$ cat config.mk
export PLATFORM = sky130hd
export DESIGN_NAME = cms_axis_downsizer
export DESIGN_NICKNAME = d
export VERILOG_FILES = /design/src/rtl/cms_axis_pkg.sv /design/src/rtl/cms_axis_downsizer.sv
export SDC_FILE = /design/constraint.sdc
export NUM_CORES = 1
export LEC_CHECK = 0
export CAP_MARGIN = 20
export CELL_PAD_IN_SITES_DETAIL_PLACEMENT = 0
export CELL_PAD_IN_SITES_GLOBAL_PLACEMENT = 1
export CORE_AREA = 10 10 419 421
export CTS_BUF_LIST = sky130_fd_sc_hd__clkbuf_4
export DETAILED_ROUTE_END_ITERATION = 12
export DIE_AREA = 0 0 429 431
export PLACE_DENSITY = 0.66
export SLEW_MARGIN = 20
export SYNTH_ARGS = -nofsm -noshare
export SYNTH_HDL_FRONTEND = slang
export SYNTH_SLANG_ARGS = --single-unit
$ cat constraint.sdc
create_clock -name clk -period 5.2 [get_ports clk]
set_clock_uncertainty 0.05 [all_clocks]
set_input_delay 1.04 -clock clk [delete_from_list [all_inputs] [get_ports clk]]
set_output_delay 1.04 -clock clk [all_outputs]
set_load 0.1 [all_outputs]
$ cat src/rtl/cms_axis_pkg.sv
// ---------------------------------------------------------------------------
// cms_axis_pkg
//   Shared definitions for the CMS AXI-Stream output path.
//   - CMS_AXI_DATA_WIDTH : width of one CMS output item
//   - CMS_DMA_DATA_WIDTH : width of the DMA / FIFO beat
//   - downsizer_state_t  : downsizer control states
// ---------------------------------------------------------------------------
package cms_axis_pkg;

    localparam int CMS_AXI_DATA_WIDTH = 1024;
    localparam int CMS_DMA_DATA_WIDTH = 64;

    typedef enum logic {
        IDLE = 1'b0,  // buffer empty, ready for a new wide item
        SEND = 1'b1   // buffer holds an item, emitting narrow beats
    } downsizer_state_t;

endpackage : cms_axis_pkg

$ cat src/rtl/cms_axis_downsizer.sv
// ---------------------------------------------------------------------------
// cms_axis_downsizer
//   Serialises one wide AXI-Stream item into narrow beats, least-significant
//   word first. Only the low 'active_words' words of each item are sent, so
//   padding never reaches memory. Item boundaries and tlast are preserved.
//   Back-to-back items incur no bubble: the next item loads on the same
//   cycle that the last beat of the current item handshakes.
//
// Ports
//   clk, rst_n      : clock, asynchronous active-low reset
//   S_AXIS_*        : wide slave stream (tvalid, tready, tdata, tlast)
//   M_AXIS_*        : narrow master stream (tvalid, tready, tdata, tlast)
//   active_words    : words sent per item, sampled at item capture;
//                     0 or values above RATIO mean the full RATIO words
//
// Optional build macro
//   CMS_AXIS_DOWNSIZER_STATS_EN : adds stats_clear input plus items_sent and
//                     beats_sent 32-bit wrapping counters.
// ---------------------------------------------------------------------------
module cms_axis_downsizer
    import cms_axis_pkg::*;
#(
    parameter  int S_DATA_WIDTH = CMS_AXI_DATA_WIDTH,
    parameter  int M_DATA_WIDTH = CMS_DMA_DATA_WIDTH,
    localparam int RATIO        = S_DATA_WIDTH / M_DATA_WIDTH,
    localparam int IDX_W        = $clog2(RATIO) + 1
) (
    input  logic                    clk,
    input  logic                    rst_n,

    input  logic                    S_AXIS_tvalid,
    output logic                    S_AXIS_tready,
    input  logic [S_DATA_WIDTH-1:0] S_AXIS_tdata,
    input  logic                    S_AXIS_tlast,

    output logic                    M_AXIS_tvalid,
    input  logic                    M_AXIS_tready,
    output logic [M_DATA_WIDTH-1:0] M_AXIS_tdata,
    output logic                    M_AXIS_tlast,

    input  logic [IDX_W-1:0]        active_words
`ifdef CMS_AXIS_DOWNSIZER_STATS_EN
    ,
    input  logic                    stats_clear,
    output logic [31:0]             items_sent,
    output logic [31:0]             beats_sent
`endif
);

    downsizer_state_t  state_q, state_d;

    logic [S_DATA_WIDTH-1:0] buf_q;
    logic [IDX_W-1:0]        idx_q;
    logic [IDX_W-1:0]        n_words_q;
    logic                    last_q;

    logic [IDX_W-1:0]        n_words_sel;
    logic                    last_beat;
    logic                    s_ready;
    logic                    capture;
    logic                    m_fire;

    // Out-of-range or zero requests fall back to sending the whole item.
    assign n_words_sel = (active_words == '0 || active_words > IDX_W'(RATIO))
                         ? IDX_W'(RATIO) : active_words;

    assign last_beat = (idx_q == n_words_q - IDX_W'(1));
    assign capture   = S_AXIS_tvalid && S_AXIS_tready;
    assign m_fire    = M_AXIS_tvalid && M_AXIS_tready;

    // ---------------------------------------------------------------------
    // Control FSM
    // ---------------------------------------------------------------------
    always_ff @(posedge clk or negedge rst_n) begin
        // NOTE: registers use non-blocking assignment so every flop samples
        // pre-edge values regardless of process ordering.
        if (!rst_n) begin
            state_q <= IDLE;
        end else begin
            state_q <= state_d;
        end
    end

    always_comb begin
        // NOTE: every output of this block gets a default before the case,
        // so no path leaves a signal unassigned and no latch is inferred.
        state_d       = state_q;
        s_ready       = 1'b0;
        M_AXIS_tvalid = 1'b0;
        unique case (state_q)
            IDLE: begin
                s_ready = 1'b1;
                if (S_AXIS_tvalid) state_d = SEND;
            end
            SEND: begin
                M_AXIS_tvalid = 1'b1;
                // Accept the next item in the same cycle the last beat leaves.
                if (last_beat && M_AXIS_tready) begin
                    s_ready = 1'b1;
                    if (!S_AXIS_tvalid) state_d = IDLE;
                end
            end
            default: state_d = IDLE;
        endcase
    end

    // Not ready while reset is held, even though the state reads IDLE.
    assign S_AXIS_tready = s_ready && rst_n;
    assign M_AXIS_tlast  = (state_q == SEND) && last_beat && last_q;

    // ---------------------------------------------------------------------
    // Item buffer and word index
    // ---------------------------------------------------------------------
    always_ff @(posedge clk or negedge rst_n) begin
        // NOTE: the wide buffer is reset on purpose so M_AXIS_tdata reads 0
        // out of reset; storage that may power up unknown is usually not.
        if (!rst_n) begin
            buf_q     <= '0;
            idx_q     <= '0;
            n_words_q <= IDX_W'(RATIO);
            last_q    <= 1'b0;
        end else if (capture) begin
            buf_q     <= S_AXIS_tdata;
            idx_q     <= '0;
            n_words_q <= n_words_sel;
            last_q    <= S_AXIS_tlast;
        end else if (m_fire) begin
            // Park at word 0 after the last beat so the select never leaves
            // the buffer while idle.
            idx_q <= last_beat ? '0 : idx_q + IDX_W'(1);
        end
    end

    // Word select from registered state only; constant-indexed mux.
    always_comb begin
        M_AXIS_tdata = '0;
        for (int w = 0; w < RATIO; w++) begin
            if (idx_q == IDX_W'(w)) M_AXIS_tdata = buf_q[w*M_DATA_WIDTH +: M_DATA_WIDTH];
        end
    end

`ifdef CMS_AXIS_DOWNSIZER_STATS_EN
    // ---------------------------------------------------------------------
    // Statistics: clear has priority over a same-cycle increment.
    // ---------------------------------------------------------------------
    always_ff @(posedge clk or negedge rst_n) begin
        if (!rst_n) begin
            items_sent <= '0;
            beats_sent <= '0;
        end else if (stats_clear) begin
            items_sent <= '0;
            beats_sent <= '0;
        end else begin
            if (m_fire && last_beat) items_sent <= items_sent + 32'd1;
            if (m_fire)              beats_sent <= beats_sent + 32'd1;
        end
    end
`endif

endmodule : cms_axis_downsizer

==> impl_metrics.yaml, run 1 <==
status:
  status: "finished with violations"
  violated_checks: "negative setup slack"
finish:
  area_delta_synth_final_pct: 49.47
  nets: 6538
  most_common_cell_after_layout_fill_and_taps_aside: "sky130_fd_sc_hd__clkdlybuf4s50_1"
  drive_gt1_share_pct: 38.97
  most-common-layout-cells: "sky130_fd_sc_hd__clkdlybuf4s50_1 (1033), sky130_fd_sc_hd__dfrtp_1 (1030), sky130_fd_sc_hd__mux2_2 (925)"
synthesis:
  flip_flop_and_latch_count_after_synthesis: 1036
  synth_enable_flop_cells: 0
  synthDistinctLibCells: 67
  synthArstFlopShare_pct: 100.0
  yosys_warnings: 0
  ys.flop_type: "sky130_fd_sc_hd__dfrtp_1"
  synth_seq_area_share_pct: 52.39
  synth.cell_area_um2: 49490
  syn_inst: 4091
  postSynthAreaPerCell_um2: 12.10
  synthesis.nets: 5132
routing:
  detailedRoute.firstIterationViolations: 3628
  drc_violations_left: 0
  drt-vias-per-instance: 5.424
  dr_total_vias: 43425
  postRouteAntennaNets: 0
  drt_pre_antenna_iters: 6
  post_drt_wl_per_cell_um: 34.10
  wirelength_um: 273000
setup_path:
  worstReg2RegStart: "idx_q[2]"
  start_kind: "register"
  cp-end-kind: "output pin"
  timing.critical_path.arrival_ps: 4230
  r2r-end: "buf_q[987]"
  timing.critical_path.required_ps: 4110
  worst-r2r-cell-count: 8
  worst-path-max-fanout: 19
  r2r_setup_slack_ps: 1600
  setup.worst_path.class: "reg -> out"
clocking:
  cts_made_buffers: 324
  clock_transition_at_path_regs_ps: 70
  cts-root-to-sink-buffers: 4
  clkSinkCount: 1036
  h-tree-depth: 5
  clock_latency_ps: 1330
  clock-root-buffer: "sky130_fd_sc_hd__clkbuf_4"
  tritoncts: "yes"
global_routing:
  overflow: 0
  maximum_number_of_pins_on_one_net_before_global_route_repair: 168
  globalRouteTotalUtil_pct: 27.65
  wire_length_of_the_first_global_routing_pass_um: 362400
  grt_antenna_before_repair: 140
  grt_pass1_vias: 44807
place:
  detailedPlacementHpwl_um: 191500
  dpl_worst_slack_ps: 469.9
  place.gp.congestion: 0.8877
  io_buffer_count: 1100
floorplanning:
  die_area_um2: 184900
  rows: 150
  die_h_um: 431
  floorplan.initialDensity_pct: 29.69
  ioPinCount: 1101
  die_x_um: 429
  core-area_um2: 166700
sta:
  clock.fmax_ghz: 0.1881
  worst_slack_ps: -117.6
  worst_slew_margin_rel_pct: 26.73
  report.final.slew_viol_count: 0
  worst_slew_pin_slew_ps: 1096
  timing.final.crit_share_pct: 102.3
  rsz0062_at_grt: "yes"
  final.min_clock_period_ps: 5318
  finalSetupViolations: 26
  timing.final.hold_violations: 0
worst_hold_path:
  min_delay_worst_endpoint: "buf_q[172]"
  holdCritPathClass: "in -> reg"
  hold_path_startpoint: "S_AXIS_tdata[172]"
  hold_depth: 2
run:
  cap_viol_max_count: 0
pwr:
  design_power_total_uw: 51390
  power_per_cell_area_nw_per_um2: 694.8
  peakVddDrop_mv: 0.8401
  power_leakage_uw: 0.03119
kinds of logic (layout without fill, tap and decap cells):
family / after synthesis / after routing / share of synthesized area [%]
other: 0 / 95 / 0
and+or+nand+nor: 675 / 677 / 6.549
muxes: 1030 / 1030 / 23.43
DFF: 1036 / 1036 / 52.39
buffers and inverters: 388 / 2002 / 3.952
xor gates and xnor gates: 8 / 8 / 0.1694
adders and majority gates: 7 / 7 / 0.1770
AOI/OAI and AO/OA: 947 / 947 / 13.33
final cells by class:
| cell class | instances | area [um^2] |
|---|---|---|
| clock inverters | 69 | 351.6 |
| multi-input cells | 2669 | 24520 |
| clock buffers | 467 | 3506 |
| flip-flops and latches | 1036 | 25940 |
| fillers | 15734 | 92690 |
| repair buffers | 1435 | 16470 |
| inverters | 31 | 180.2 |
| well taps | 2204 | 2758 |
| diodes | 95 | 237.7 |
registers in the layout, indices dropped and copies added, names as in the netlist:
signal and count:
state_q 1, n_words_q 5, last_q 1, buf_q 1024, idx_q 5
synthesized netlist by cell type, drive strengths merged (3+ instances only):
| cell type | instances | area share (%) |
|---|---|---|
| nand2b | 24 | 0.30 |
| and2 | 3 | 0.038 |
| mux2i | 3 | 0.061 |
| clkbuf | 193 | 1.5 |
| nand4bb | 5 | 0.11 |
| inv | 28 | 0.21 |
| nand3b | 19 | 0.29 |
| o221ai | 42 | 0.74 |
| a311o | 19 | 0.38 |
| clkinv | 3 | 0.023 |
| xnor2 | 4 | 0.071 |
| and4b | 3 | 0.061 |
| a21oi | 198 | 2.0 |
| nand3 | 27 | 0.27 |
| nand4b | 3 | 0.053 |
| xor2 | 3 | 0.053 |
| dfrtp | 1035 | 52 |
| nor2 | 211 | 1.6 |
| a22o | 21 | 0.37 |
| a221o | 73 | 1.5 |
| a31oi | 13 | 0.16 |
| nor3 | 100 | 1.0 |
| a31o | 19 | 0.34 |
| o2bb2ai | 4 | 0.071 |
| nand2 | 168 | 1.3 |
| a2111oi | 4 | 0.071 |
| a22oi | 54 | 0.82 |
| o31ai | 9 | 0.14 |
| a32oi | 3 | 0.053 |
| a21o | 37 | 0.56 |
| nor3b | 5 | 0.086 |
| a221oi | 93 | 1.6 |
| o21ai | 223 | 2.3 |
| a211oi | 43 | 0.65 |
| mux2 | 1027 | 23 |
| ha | 7 | 0.18 |
| o211ai | 4 | 0.061 |
| nor2b | 56 | 0.71 |
| and3 | 34 | 0.43 |
| o22ai | 27 | 0.34 |
| o2111ai | 19 | 0.34 |
| nor4bb | 7 | 0.14 |
| buf | 164 | 2.3 |
| a32o | 33 | 0.67 |
| or3 | 3 | 0.038 |
through the flow:
stage	cell area, um^2	utilization, %	hold slack [ps]	setup TNS (ps)	std cells
finish	73970	44.38	215.5	-1171	8006
CTS	72210	43.33	64.10	-8415	7855
global placement	64240	38.54	410.8	0	7187
detailed placement	64240	38.54	419.6	0	7187
global route	73940	44.36	125.4	-10120	7994
floorplan	49630	-	398.4	0	4091
per-layer routing:
layer | global-route usage (%) | wire length [um]
met5 | 0 | 368
met4 | 17.77 | 16700
met2 | 47.39 | 136200
met1 | 30.85 | 100300
met3 | 6.496 | 19360
critical path, stage by stage, from the launching register on:
cell	delay, ps
sky130_fd_sc_hd__dfrtp_4	570
sky130_fd_sc_hd__or3_4	460
sky130_fd_sc_hd__buf_6	230
sky130_fd_sc_hd__a221oi_2	240
sky130_fd_sc_hd__a311o_1	270
sky130_fd_sc_hd__o2111ai_2	150
sky130_fd_sc_hd__buf_6	170
sky130_fd_sc_hd__a221oi_4	510
sky130_fd_sc_hd__buf_12	250
where the power goes:
group          internal, uW  switching, uW  leakage [uW]
clock                  4230           3910       0.00232
sequential            12100           2970        0.0130
combinational         12100          16100        0.0159
repair_timing:
item | 4_1_cts | 5_1_grt
cloned | 26 | 21
hold buffers | 1 | 0
resized for setup | 457 | 164
buffers inserted | 106 | 37
hold endpoints to repair | 47 | 0
setup endpoints to repair | 64 | 65
pin swaps | 140 | 112
worst max path at each step:
stage	start	end	slack [ps]	cells after the start
after floorplan	idx_q[0]	M_AXIS_tdata[32]	30	12
after global placement	idx_q[1]	M_AXIS_tdata[28]	460	10
after detailed placement	idx_q[0]	M_AXIS_tdata[26]	470	8
after CTS	idx_q[0]	M_AXIS_tdata[61]	-250	11
after global routing	idx_q[0]	M_AXIS_tdata[28]	-270	10
final	idx_q[2]	M_AXIS_tdata[26]	-120	8
Note: power is estimated with default switching activity, not from simulation.
==> run 2, diff against run 1 <==
- CORE_AREA: 10 10 419 421 -> 10 10 421 423
- CTS_BUF_LIST: sky130_fd_sc_hd__clkbuf_4 -> sky130_fd_sc_hd__clkbuf_2 sky130_fd_sc_hd__clkbuf_4 sky130_fd_sc_hd__clkbuf_8
- DIE_AREA: 0 0 429 431 -> 0 0 431 433
- SKIP_CTS_REPAIR_TIMING: unset -> 1
==> run 2 against run 1 <==
Net effect:
- the flow still finishes with violations (negative setup slack)
- core utilization decreased by 3.0 points
- clock power is 9.6% higher
- first-iteration DRC count is 18% lower
- register-to-register slack worse by 170 ps
- cell area is 5.6% lower
- combinational power decreased by 13%
- sequential share of layout area grew 2.1 points
- power is 5.8% lower
- sequential power is essentially flat
==> impl_metrics.yaml, run 2 (synthesized netlist as in run 1, its figures left out) <==
status:
  status: "finished with violations"
  violated_checks: "negative setup slack"
setup_path:
  start_kind: "register"
  timing.critical_path.required_ps: 4110
  setup.worst_path.class: "reg -> out"
  worst-path-max-fanout: 81
  timing.critical_path.arrival_ps: 4130
  cp-end-kind: "output pin"
clocking:
  clock-root-buffer: "sky130_fd_sc_hd__clkbuf_8"
  h-tree-depth: 4
  cts_made_buffers: 194
  clock_transition_at_path_regs_ps: 60
  clock_latency_ps: 980
  clkSinkCount: 1036
  tritoncts: "yes"
  cts-root-to-sink-buffers: 3
routing:
  post_drt_wl_per_cell_um: 32.93
  drt_pre_antenna_iters: 5
  drt-vias-per-instance: 5.335
  wirelength_um: 252900
  drc_violations_left: 0
  dr_total_vias: 40969
  postRouteAntennaNets: 0
  detailedRoute.firstIterationViolations: 2992
global_routing:
  maximum_number_of_pins_on_one_net_before_global_route_repair: 162
  wire_length_of_the_first_global_routing_pass_um: 339500
  globalRouteTotalUtil_pct: 25.74
  grt_pass1_vias: 42246
  grt_antenna_before_repair: 147
  overflow: 0
finish:
  max_reg_flops: 1024
  area_delta_synth_final_pct: 41.05
  multi_input_comb_area_um2: 22620
  finish.instance_area_um2: 69800
  filler_cell_count: 16163
  regArea_um2: 25940
  drive_gt1_share_pct: 31.63
  most_common_cell_after_layout_fill_and_taps_aside: "sky130_fd_sc_hd__clkdlybuf4s50_1"
  layout_top_registers: "buf_q: 1024 flops, idx_q: 5 flops, n_words_q: 5 flops"
  nets: 6265
  registers.top_by_ff_count: "buf_q"
  most-common-layout-cells: "sky130_fd_sc_hd__clkdlybuf4s50_1 (1033), sky130_fd_sc_hd__dfrtp_1 (1030), sky130_fd_sc_hd__mux2_2 (925)"
floorplanning:
  die_x_um: 431
  ioPinCount: 1101
  die_area_um2: 186600
  core-area_um2: 168700
  floorplan.initialDensity_pct: 29.33
  rows: 151
  die_h_um: 433
pwr:
  peakVddDrop_mv: 0.9941
  power_leakage_uw: 0.02933
  power_per_cell_area_nw_per_um2: 693.5
  clkPwrFrac_pct: 18.4
  comb_power_share_pct: 50.7
  power.share.sequential_pct: 30.9
  power.share.switching_pct: 43.77
  net-switching-power_uw: 21190
  design_power_total_uw: 48410
  cell_internal_power_dissipation_uw: 27220
sta:
  clock.fmax_ghz: 0.1917
  finalSetupViolations: 1
  totalNegativeSetupSlack_ps: -15.30
  worst_slew_margin_rel_pct: 22.59
  timing.final.crit_share_pct: 100.3
  rsz0062_at_grt: "yes"
  final.min_clock_period_ps: 5215
  worst_slew_pin_slew_ps: 1158
  worst_slack_ps: -15.30
  report.final.slew_viol_count: 0
  timing.final.hold_violations: 0
  finalHoldWorstSlack_ps: 257.1
place:
  io_buffer_count: 1100
  dpl_worst_slack_ps: 455.1
  dpl_cell_area_um2: 64210
  detailedPlacementHpwl_um: 192000
  place.gp.congestion: 0.8900
run:
  cap_viol_max_count: 0
worst_hold_path:
  holdCritPathClass: "in -> async"
[run 2: cell types whose count changed in the layout (fill, tap and decap cells not counted), sizes merged]
cell,change
buf,-117
diode,-12
bufbuf,-8
and4b,+1
inv,+9
clkbuf,-176
or3b,-2
bufinv,+3
clkinvlp,+2
clkinv,-40
dlygate4sd3,-1
[run 2: per-stage QoR]
step | util (%) | instances
after floorplan | - | 4091
after global placement | 38.06 | 7202
after detailed placement | 38.06 | 7202
after CTS | 40.62 | 7552
after global routing | 41.35 | 7666
final | 41.37 | 7679
[run 2: final cells by class]
cell class	instances	area share, %
antenna	83	0.2976
clock buffer	307	5.570
clock inverter	43	0.6346
inverter	31	0.1703
multi-input combinational	2668	32.41
sequential	1036	37.16
tap	2218	3.976
timing repair buffer	1293	19.78
[run 2: path summary, 6_finish.rpt]
| check | start | end | slack [ps] | depth (start not counted) |
|---|---|---|---|---|
| hold reg to reg | buf_q[899] | buf_q[899] | 430 | 1 |
| setup reg to reg | idx_q[2] | buf_q[970] | 1430 | 8 |
| setup / recovery | idx_q[0] | M_AXIS_tdata[50] | -20 | 8 |
| max in group asynchronous | rst_n | buf_q[373] | 2700 | 4 |
| min in group clk | buf_q[899] | buf_q[899] | 430 | 1 |
| hold / removal | rst_n | idx_q[4] | 260 | 2 |
[run 2: routing by layer]
metal / wire length [um] / global-route usage [%] / part of all wire [%] / vias up
li1: - / - / - / 17643
met1: 90120 / 27.62 / 36 / 20951
met2: 131700 / 45.21 / 52 / 1711
met3: 14910 / 6.029 / 5.9 / 596
met4: 15700 / 16.93 / 6.2 / 68
met5: 405 / 0 / 0.16 / -
[run 2: power groups by stage]
stage	clock (uW)	sequential (uW)	combinational (uW)
6_report	8920	15000	24500
5_1_grt	9460	15400	25500
4_1_cts	9100	14900	24000
3_5_place_dp	0	15000	23900
3_3_place_gp	0	15000	23700
2_1_floorplan	0	13700	13900
[run 2: critical path, stage by stage (launching register included)]
cell and delay [ps]:
sky130_fd_sc_hd__dfrtp_2 480, sky130_fd_sc_hd__ha_4 320, sky130_fd_sc_hd__buf_12 320, sky130_fd_sc_hd__a21oi_1 90, sky130_fd_sc_hd__a221oi_1 360, sky130_fd_sc_hd__a311o_1 360
sky130_fd_sc_hd__o2111ai_2 370, sky130_fd_sc_hd__a221oi_2 430, sky130_fd_sc_hd__buf_12 220
